===== src/rtl/dp_ram_cdc_pkg.sv =====
// rtl/dp_ram_cdc_pkg.sv - shared defaults and word type for the dual-port RAM
package dp_ram_cdc_pkg;

   localparam int DP_DATA_WIDTH = 8;
   localparam int DP_ADDR_WIDTH = 4;

   typedef logic [DP_DATA_WIDTH-1:0] word_t;

endpackage : dp_ram_cdc_pkg


===== src/rtl/dp_ram_cdc.sv =====
// rtl/dp_ram_cdc.sv - single-clock true dual-port RAM, read-first, port A wins write collisions
module dp_ram_cdc
   import dp_ram_cdc_pkg::*;
#(
   parameter int DATA_WIDTH = DP_DATA_WIDTH,
   parameter int ADDR_WIDTH = DP_ADDR_WIDTH,
   localparam int DEPTH     = 2 ** ADDR_WIDTH
) (
   input  logic                  clk,
   input  logic                  rst,
   input  logic                  we_a,
   input  logic [ADDR_WIDTH-1:0] addr_a,
   input  logic [DATA_WIDTH-1:0] din_a,
   output logic [DATA_WIDTH-1:0] dout_a,
   input  logic                  we_b,
   input  logic [ADDR_WIDTH-1:0] addr_b,
   input  logic [DATA_WIDTH-1:0] din_b,
   output logic [DATA_WIDTH-1:0] dout_b
);

   logic [DATA_WIDTH-1:0] mem_q [DEPTH];
   logic [DATA_WIDTH-1:0] mem_d [DEPTH];
   logic [DATA_WIDTH-1:0] dout_a_q, dout_a_d;
   logic [DATA_WIDTH-1:0] dout_b_q, dout_b_d;
   logic                  collision;
   logic                  wr_b_en;

   always_comb begin
      mem_d     = mem_q;
      // Reads sample the array before this edge's writes land.
      dout_a_d  = mem_q[addr_a];
      dout_b_d  = mem_q[addr_b];
      collision = we_a & we_b & (addr_a == addr_b);
      wr_b_en   = we_b & ~collision;
      if (wr_b_en) mem_d[addr_b] = din_b;
      if (we_a)    mem_d[addr_a] = din_a;
   end

   always_ff @(posedge clk) begin
      if (rst) begin
         mem_q    <= '{default: '0};
         dout_a_q <= '0;
         dout_b_q <= '0;
      end else begin
         mem_q    <= mem_d;
         dout_a_q <= dout_a_d;
         dout_b_q <= dout_b_d;
      end
   end

   assign dout_a = dout_a_q;
   assign dout_b = dout_b_q;

endmodule : dp_ram_cdc


===== config.mk =====
export PLATFORM = sky130hd
export DESIGN_NAME = dp_ram_cdc
export DESIGN_NICKNAME = d
export VERILOG_FILES = /design/src/rtl/dp_ram_cdc_pkg.sv /design/src/rtl/dp_ram_cdc.sv
export SDC_FILE = /design/constraint.sdc
export NUM_CORES = 1
export LEC_CHECK = 0
export BUFFER_PORTS_ARGS = -buffer_cell sky130_fd_sc_hd__buf_2
export CAP_MARGIN = 20
export CORE_MARGIN = 3
export CORE_UTILIZATION = 40
export CTS_BUF_LIST = sky130_fd_sc_hd__clkbuf_2 sky130_fd_sc_hd__clkbuf_4 sky130_fd_sc_hd__clkbuf_8
export DETAILED_ROUTE_END_ITERATION = 8
export PLACE_DENSITY = 0.66
export SYNTH_ARGS = -nofsm -noshare
export SYNTH_HDL_FRONTEND = slang
export SYNTH_SLANG_ARGS = --single-unit
export TNS_END_PERCENT = 1

===== constraint.sdc =====
create_clock -name clk -period 4.37 [get_ports clk]
set_input_delay 0.6555 -clock clk [delete_from_list [all_inputs] [get_ports clk]]
set_output_delay 0.6555 -clock clk [all_outputs]
set_load 0.01 [all_outputs]

## Word level (Yosys, flattened, before mapping)

Cells that the tools add are included.

- Magnitude comparators: 4
- Eq/ne operators: 1
- Multiplexer cells: 14
- Bitwise operators: 6
- Reductions and logical operators: 2

Operators with widths:

| kind | count |
|---|---|
| $bwmux W128 | 2 |
| $mux W128 | 2 |
| $bmux W8 S4 | 2 |
| $demux W8 S4 | 2 |
| $mux W8 | 6 |
| $ge A5 B5 Y1 const B | 2 |
| $lt A5 B1 Y1 const B | 2 |
| $not A4 Y5 | 2 |
| $eq A4 B4 Y1 | 1 |
| $and A1 B1 Y1 | 3 |
| $logic_and A1 B1 Y1 | 2 |
| $not A1 Y1 | 1 |

- Register bits after elaboration: 144
- Input port bits: 28
- Output and inout port bits: 16
- Logic and storage cells: 45

## Depth between registers and ports, before layout

Gate-level depths: netlist (run 1).

- Word-level depth: 9
- Depth in mapped cells: 8
- Depth with buffers taken out: 5

## Worst setup path before layout (run 1)

No wires, ideal clock.

- Path kind: input to register
- Start point: input port addr_b[0]
- End point: register dout_b_q[0] (netlist: dout_b[0])
- Setup time: 0.130 ns
- Arrival time: 1.994 ns
- Data required time: 4.240 ns
- Setup slack: 2.246 ns
- Cell stages on the path: 6
- Buffers on the path: 3
- Path through: clkbuf_2 buf_6 buf_2 mux4_2 mux2i_1 o22ai_1

- Cells in the longest elaborated chain, start to end: 4

Ends and longest elaborated chain:

| what | line | RTL |
|---|---|---|
| start: declaration | dp_ram_cdc.sv:16 | `input logic [ADDR_WIDTH-1:0] addr_b,` |
| $not A4 Y5 (implied by the code) | dp_ram_cdc.sv:32 | `dout_b_d = mem_q[addr_b];` |
| $bmux W8 S4 | dp_ram_cdc.sv:32 |  |
| $mux W8 (implied by the code) (2 in a row) | dp_ram_cdc.sv:32 |  |
| end signal: assignment | dp_ram_cdc.sv:47 | `dout_b_q <= dout_b_d;` |
| end: declaration | dp_ram_cdc.sv:24 | `logic [DATA_WIDTH-1:0] dout_b_q, dout_b_d;` |

Every way passes these cells. The select of a mux whose other input is x is not followed.
A chain may end at the register's enable or synchronous reset.

## Worst setup path after layout (run 1)

- Start point: input port addr_b[0]
- End point: register mem_q[87] (netlist bit)

- Cells in the longest elaborated chain, start to end: 9
- Elaborated cells between the ends (all ways): 14
- Those cells by class: order compare (2); eq/ne (1); mux (6); bitwise (4); reduce/logical (1)

Ends and longest elaborated chain:

| what | line | RTL |
|---|---|---|
| $not A4 Y5 (implied by the code) | dp_ram_cdc.sv:35 | `if (wr_b_en) mem_d[addr_b] = din_b;` |
| $ge A5 B5 Y1 (implied by the code) / $lt A5 B1 Y1 (equally long branches) | dp_ram_cdc.sv:35 |  |
| $logic_and A1 B1 Y1 (implied by the code) | dp_ram_cdc.sv:35 |  |
| $mux W8 (implied by the code) | dp_ram_cdc.sv:35 |  |
| $demux W8 S4 | dp_ram_cdc.sv:35 |  |
| $bwmux W128 | dp_ram_cdc.sv:35 |  |
| $mux W128 * | dp_ram_cdc.sv:35 |  |
| $bwmux W128 | dp_ram_cdc.sv:36 | `if (we_a) mem_d[addr_a] = din_a;` |
| $mux W128 * | dp_ram_cdc.sv:36 |  |
| end signal: assignment | dp_ram_cdc.sv:45 | `mem_q <= mem_d;` |
| end: declaration | dp_ram_cdc.sv:21 | `logic [DATA_WIDTH-1:0] mem_q [DEPTH];` |

Mark *: on every way between the ends. The rest lies on a longest branch, timed or not.

==> results.py, run 1 <==
metrics = {
    "power": {
        "ir_worst_vdd_uv": 180,
        "p_seq_frac": 0.458,
        "pwr-share-comb": 0.139,
        "power_density_nw_per_um2": 339,
        "internal_power_mw": 2.15,
        "p_leak_nw": 3.30,
        "switching_share": 0.289,
        "p_clk_frac": 0.403,
        "p_total_mw": 3.03,
        "p_sw_uw": 873,
    },
    "sta": {
        "worstMarginPinSlew_ns": 1.21,
        "holdWs_ns": 0.511,
        "setup_viol": 0,
        "slew_viol_final": 0,
        "fin_ws_ns": 1.45,
        "finalHoldViolCount": 0,
        "relSlewSlack": 0.188,
        "post-route-min-period_ns": 2.92,
        "max_clock_freq_ghz": 0.343,
        "fin_crit_sh": 0.667,
        "skew_ns": 0.0121,
        "tns_ns": 0,
        "rsz0062_at_grt": "false",
    },
    "setup_path": {
        "critical_path_class": "in -> reg",
        "path_cells": "buf_2 -> buf_4 -> and2b_1 -> and3b_1 -> o211ai_2 -> a221oi_1 -> nor3_1",
        "slowest_stage": "buf_2",
        "critPathMaxStageDelay_ns": 0.54,
        "crit_required_ns": 4.71,
        "cp_max_fo": 23,
        "end_kind": "flip-flop",
        "crit_path_start_kind": "input port",
        "timing.critical_path.arrival_ns": 3.26,
    },
    "clock_tree": {
        "ctsHtreeMaxLevel": 4,
        "cts_buffers": 17,
        "cts_resized": 0,
        "cts_sinks": 144,
        "cts_hold_buf": 0,
        "root_buffer": "clkbuf_8",
        "clock_path_buffers": 2,
        "cts_tree": "done",
        "cts_setup_buffers": 0,
        "clk_latency_ns": 0.47,
        "clk_pin_slew_ns": 0.09,
    },
    "worst_hold_path": {
        "hold_path.class": "in -> reg",
    },
    "layout": {
        "fillerInstances": 1925,
        "stdcell_count": 1109,
        "layout_common_cells": "nor2_1, dfxtp_1, nor3_1",
        "seqCellArea_um2": 2880,
        "antenna_cells": 0,
        "design_area_um2": 8920,
        "nets": 854,
        "multi_input_area_um2": 4970,
        "final_common_cell": "nor2_1",
        "drive_above_1_share": 0.213,
        "final_core_util": 0.440,
        "syn2layout_area_growth_pct": 7.67,
    },
    "placement": {
        "dp_hpwl_um": 18500,
        "dp_cells": 1077,
        "placed_area_um2": 8480,
        "io_buffers": 43,
        "place_ws_ns": 1.02,
        "gp_congestion": 1.01,
    },
    "logic_synthesis": {
        "synthArstFlopShare": 0,
        "synth_area_per_cell_um2": 9.80,
        "ys_seq_area_frac": 0.348,
        "ys_types": 42,
        "syn-num-nets": 874,
        "synth_seq_cells": 144,
        "syn-instance-count": 846,
        "yosys_warnings": 0,
        "synth.cell_area_um2": 8290,
        "synth_ff_type": "dfxtp_1",
        "synth-edff-count": 0,
    },
    "routing": {
        "drt_iter0_markers": 1230,
        "wl_per_cell_um": 25.9,
        "num_vias": 7666,
        "finalWirelength_um": 28800,
        "final_antenna_net_count": 0,
        "first_pass_iters": 6,
        "route.detailed.drc": 0,
        "via_per_inst": 6.91,
    },
    "floorplan": {
        "start_util": 0.408,
        "die_h_um": 150,
        "die_area_um2": 22500,
        "num_rows": 52,
        "core_um2": 20300,
        "die_w_um": 150,
        "ios": 44,
    },
    "global_routing": {
        "antenna_found_initial": 1,
        "track_usage": 0.258,
        "grt_max_degree": 48,
        "grt-ovfl-total": 0,
        "grt_pass1_wl_um": 43500,
        "first_global_vias": 7100,
    },
    "run_status": {
        "status": "complete, no violations",
    },
    "job": {
        "drv_cap": 0,
    },
}
[path summary, 6_finish.rpt]
kind | start | end | slack (ns) | cells after the start
worst max-delay path | addr_b[0] | mem_q[87] | 1.45 | 7
worst min-delay path | din_b[0] | mem_q[96] | 0.51 | 3
worst max register to register | mem_q[98] | dout_b[2] | 2.84 | 3
worst min register to register | mem_q[127] | mem_q[127] | 0.51 | 2
[cells in the mapped netlist, types with 7 or more instances]
library cell    n  area share
buf_1          13      0.0059
nor3_1         99       0.060
clkbuf_1       32       0.014
buf_2          35       0.021
o211ai_2        8       0.012
dfxtp_1       144        0.35
o22ai_1        16       0.012
mux4_2         64        0.17
nand3_1        10      0.0060
a21oi_2         7      0.0074
a211oi_1       22       0.020
nand2_1        24       0.011
mux2i_1        54       0.065
a221oi_1       96        0.10
nor2_1        153       0.069
[critical path, delay by kind of cell]
| family | cells | cell delay [ns] |
|---|---|---|
| simple gates | 3 | 0.90 |
| compound gates | 2 | 0.63 |
| buf+inv | 2 | 1.05 |
[area by class of cell]
type                            count  area share
Clock buffer                       19      0.0293
Multi-Input combinational cell    611       0.557
Timing Repair Buffer               52      0.0320
Sequential cell                   144       0.323
Clock inverter                     13      0.0208
Tap cell                          270      0.0379
[power by group through the flow]
stage | Sequential, mW | Combinational (mW) | Clock [mW]
2_1_floorplan | 1.40 | 0.298 | 0
3_3_place_gp | 1.41 | 0.401 | 0
3_5_place_dp | 1.41 | 0.406 | 0
4_1_cts | 1.38 | 0.407 | 1.22
5_1_grt | 1.39 | 0.441 | 1.28
6_report | 1.39 | 0.420 | 1.22
[layer usage]
layer / wire [um] / up-vias / GRT usage
li1: - / 3247 / -
met1: 11400 / 3762 / 0.369
met2: 12400 / 582 / 0.366
met3: 4210 / 73 / 0.0887
met4: 773 / 2 / 0.0810
met5: 13 / - / 0
[flip-flops by register name, summed over array words and instances, names as in the netlist]
signal and flops:
dout_b 8, mem_q 128, dout_a 8
[cell families (layout without fill, tap and decap cells)]
logic type / after synthesis / in the layout / share of synthesized area
AND/OR/NAND/NOR: 330 / 330 / 0.189
AO/OA/AOI/OAI: 159 / 159 / 0.167
buffers and inverters: 91 / 84 / 0.0524
XOR/XNOR: 4 / 4 / 0.00423
flip-flops: 144 / 144 / 0.348
multiplexers: 118 / 118 / 0.239
(Power assumes the default switching activity.)
==> inputs of run 2 (changes only) <==
Settings changed: PLACE_DENSITY 0.66 to 0.68.
Clock period 4.37 ns to 2.5 ns, I/O delays scaled along.
==> run 2 against run 1 <==
Against the previous run:
- die area is the same
- clock power is 58% higher
- sequential cell count is the same
- global-route usage rose by 0.74 points
- via count grew 0.68%
- routed wire length rose by 2.3%
- clock skew fell by 0.00072 ns
- cell area rose by 3.2%
- setup slack worse by 0.87 ns
- worst hold slack worse by 0.29 ns
==> results.py, run 2 (same netlist as run 1, synthesis figures left out) <==
metrics = {
    "sta": {
        "tns_ns": 0,
        "max_clock_freq_ghz": 0.523,
        "skew_ns": 0.0114,
        "slew_viol_final": 0,
        "setup_viol": 0,
        "post-route-min-period_ns": 1.91,
        "finalHoldViolCount": 0,
        "worstMarginPinSlew_ns": 0.992,
        "relSlewSlack": 0.339,
        "fin_crit_sh": 0.764,
        "rsz0062_at_grt": "false",
    },
    "layout": {
        "antenna_cells": 0,
        "fillerInstances": 1927,
        "syn2layout_area_growth_pct": 11.1,
        "drive_above_1_share": 0.247,
        "design_area_um2": 9200,
        "nets": 892,
        "final_common_cell": "nor2_1",
        "largest_register_ffs": 128,
        "stdcell_count": 1147,
        "regMostFlops": "mem_q",
        "layout_common_cells": "nor2_1, dfxtp_1, nor3_1",
        "final_core_util": 0.453,
    },
    "clock_tree": {
        "cts_buffers": 17,
        "cts_tree": "done",
        "clock_path_buffers": 2,
        "cts_resized": 0,
        "ctsHtreeMaxLevel": 4,
        "root_buffer": "clkbuf_8",
        "clk_pin_slew_ns": 0.09,
        "cts_setup_buffers": 0,
        "cts_hold_buf": 0,
        "cts_sinks": 144,
        "clk_latency_ns": 0.49,
    },
    "power": {
        "ir_worst_vdd_uv": 294,
        "power_density_nw_per_um2": 557,
        "p_leak_nw": 3.48,
    },
    "worst_hold_path": {
        "hold_path.class": "in -> reg",
        "holdPathStages": 3,
        "min_to": "mem_q[100]",
        "min_from": "din_b[4]",
    },
    "floorplan": {
        "die_h_um": 150,
        "die_w_um": 150,
        "ios": 44,
        "die_area_um2": 22500,
        "start_util": 0.408,
        "num_rows": 52,
        "core_um2": 20300,
    },
    "setup_path": {
        "critical_path_class": "in -> reg",
        "crit_required_ns": 2.90,
        "reg2reg_setup_slack_ns": 0.97,
        "cp_max_fo": 12,
        "timing.critical_path.arrival_ns": 2.31,
        "r2r_end": "dout_b[5]",
        "r2r_start": "mem_q[61]",
        "end_kind": "flip-flop",
        "crit_path_start_kind": "input port",
        "worst_r2r_path_depth": 3,
    },
    "global_routing": {
        "grt_pass1_wl_um": 44700,
        "first_global_vias": 7232,
        "antenna_found_initial": 0,
        "track_usage": 0.265,
        "grt-ovfl-total": 0,
        "grt_max_degree": 51,
    },
    "placement": {
        "dp_cells": 1115,
        "dp_hpwl_um": 19300,
        "io_buffers": 43,
        "gp_congestion": 0.962,
        "placed_area_um2": 8810,
    },
    "routing": {
        "via_per_inst": 6.73,
        "drt_iter0_markers": 1252,
        "wl_per_cell_um": 25.7,
        "first_pass_iters": 5,
        "final_antenna_net_count": 0,
        "route.detailed.drc": 0,
        "finalWirelength_um": 29400,
        "num_vias": 7718,
    },
    "run_status": {
        "status": "complete, no violations",
    },
    "job": {
        "drv_cap": 0,
    },
}
==> run 2: metal layers <==
layer  vias up  share of wire  GRT usage
li1       3332              -          -
met5         -              0          0
met2       507           0.45      0.396
met1      3806           0.39      0.357
met3        73           0.12     0.0763
met4         0          0.039      0.120
==> run 2: area by class of cell <==
type                    instances  area [um^2]  area share
clock inverters                13          138      0.0150
repair buffers                 90          621      0.0674
multi-input cells             611         4970       0.540
well taps                     270          338      0.0367
clock buffers                  19          255      0.0277
flip-flops and latches        144         2880       0.313
==> run 2: power by group <==
group	switching (mW)	internal, mW	leakage, nW
registers	0.0522	2.37	1.17
logic	0.486	0.288	2.12
clock network	1.01	0.923	0.196
total	1.54	3.58	3.48
==> run 2: how the worst max path moves through the flow <==
stage,to,cells past startpoint,startpoint
2_1_floorplan,dout_b[7],6,addr_b[0]
3_3_place_gp,mem_q[15],7,addr_b[1]
3_5_place_dp,mem_q[59],6,addr_b[0]
4_1_cts,mem_q[59],6,addr_b[0]
5_1_grt,mem_q[80],6,addr_b[0]
6_report,mem_q[24],6,addr_b[0]
==> run 2: worst max-delay path, stage by stage <==
cell and delay (ns):
buf_2 0.15, xnor2_1 0.15, and3_1 0.34, a21oi_2 0.84
a221oi_1 0.23, nor3_1 0.22
==> run 2: per-stage QoR <==
stage          setup slack (ns)  hold slack, ns  power [mW]
6_report                  0.589           0.222        5.12
5_1_grt                   0.519           0.211        5.26
4_1_cts                   0.704           0.202        5.10
3_5_place_dp              0.197           0.486        3.22
3_3_place_gp              0.250           0.483        3.21
2_1_floorplan             0.657           0.465        2.98
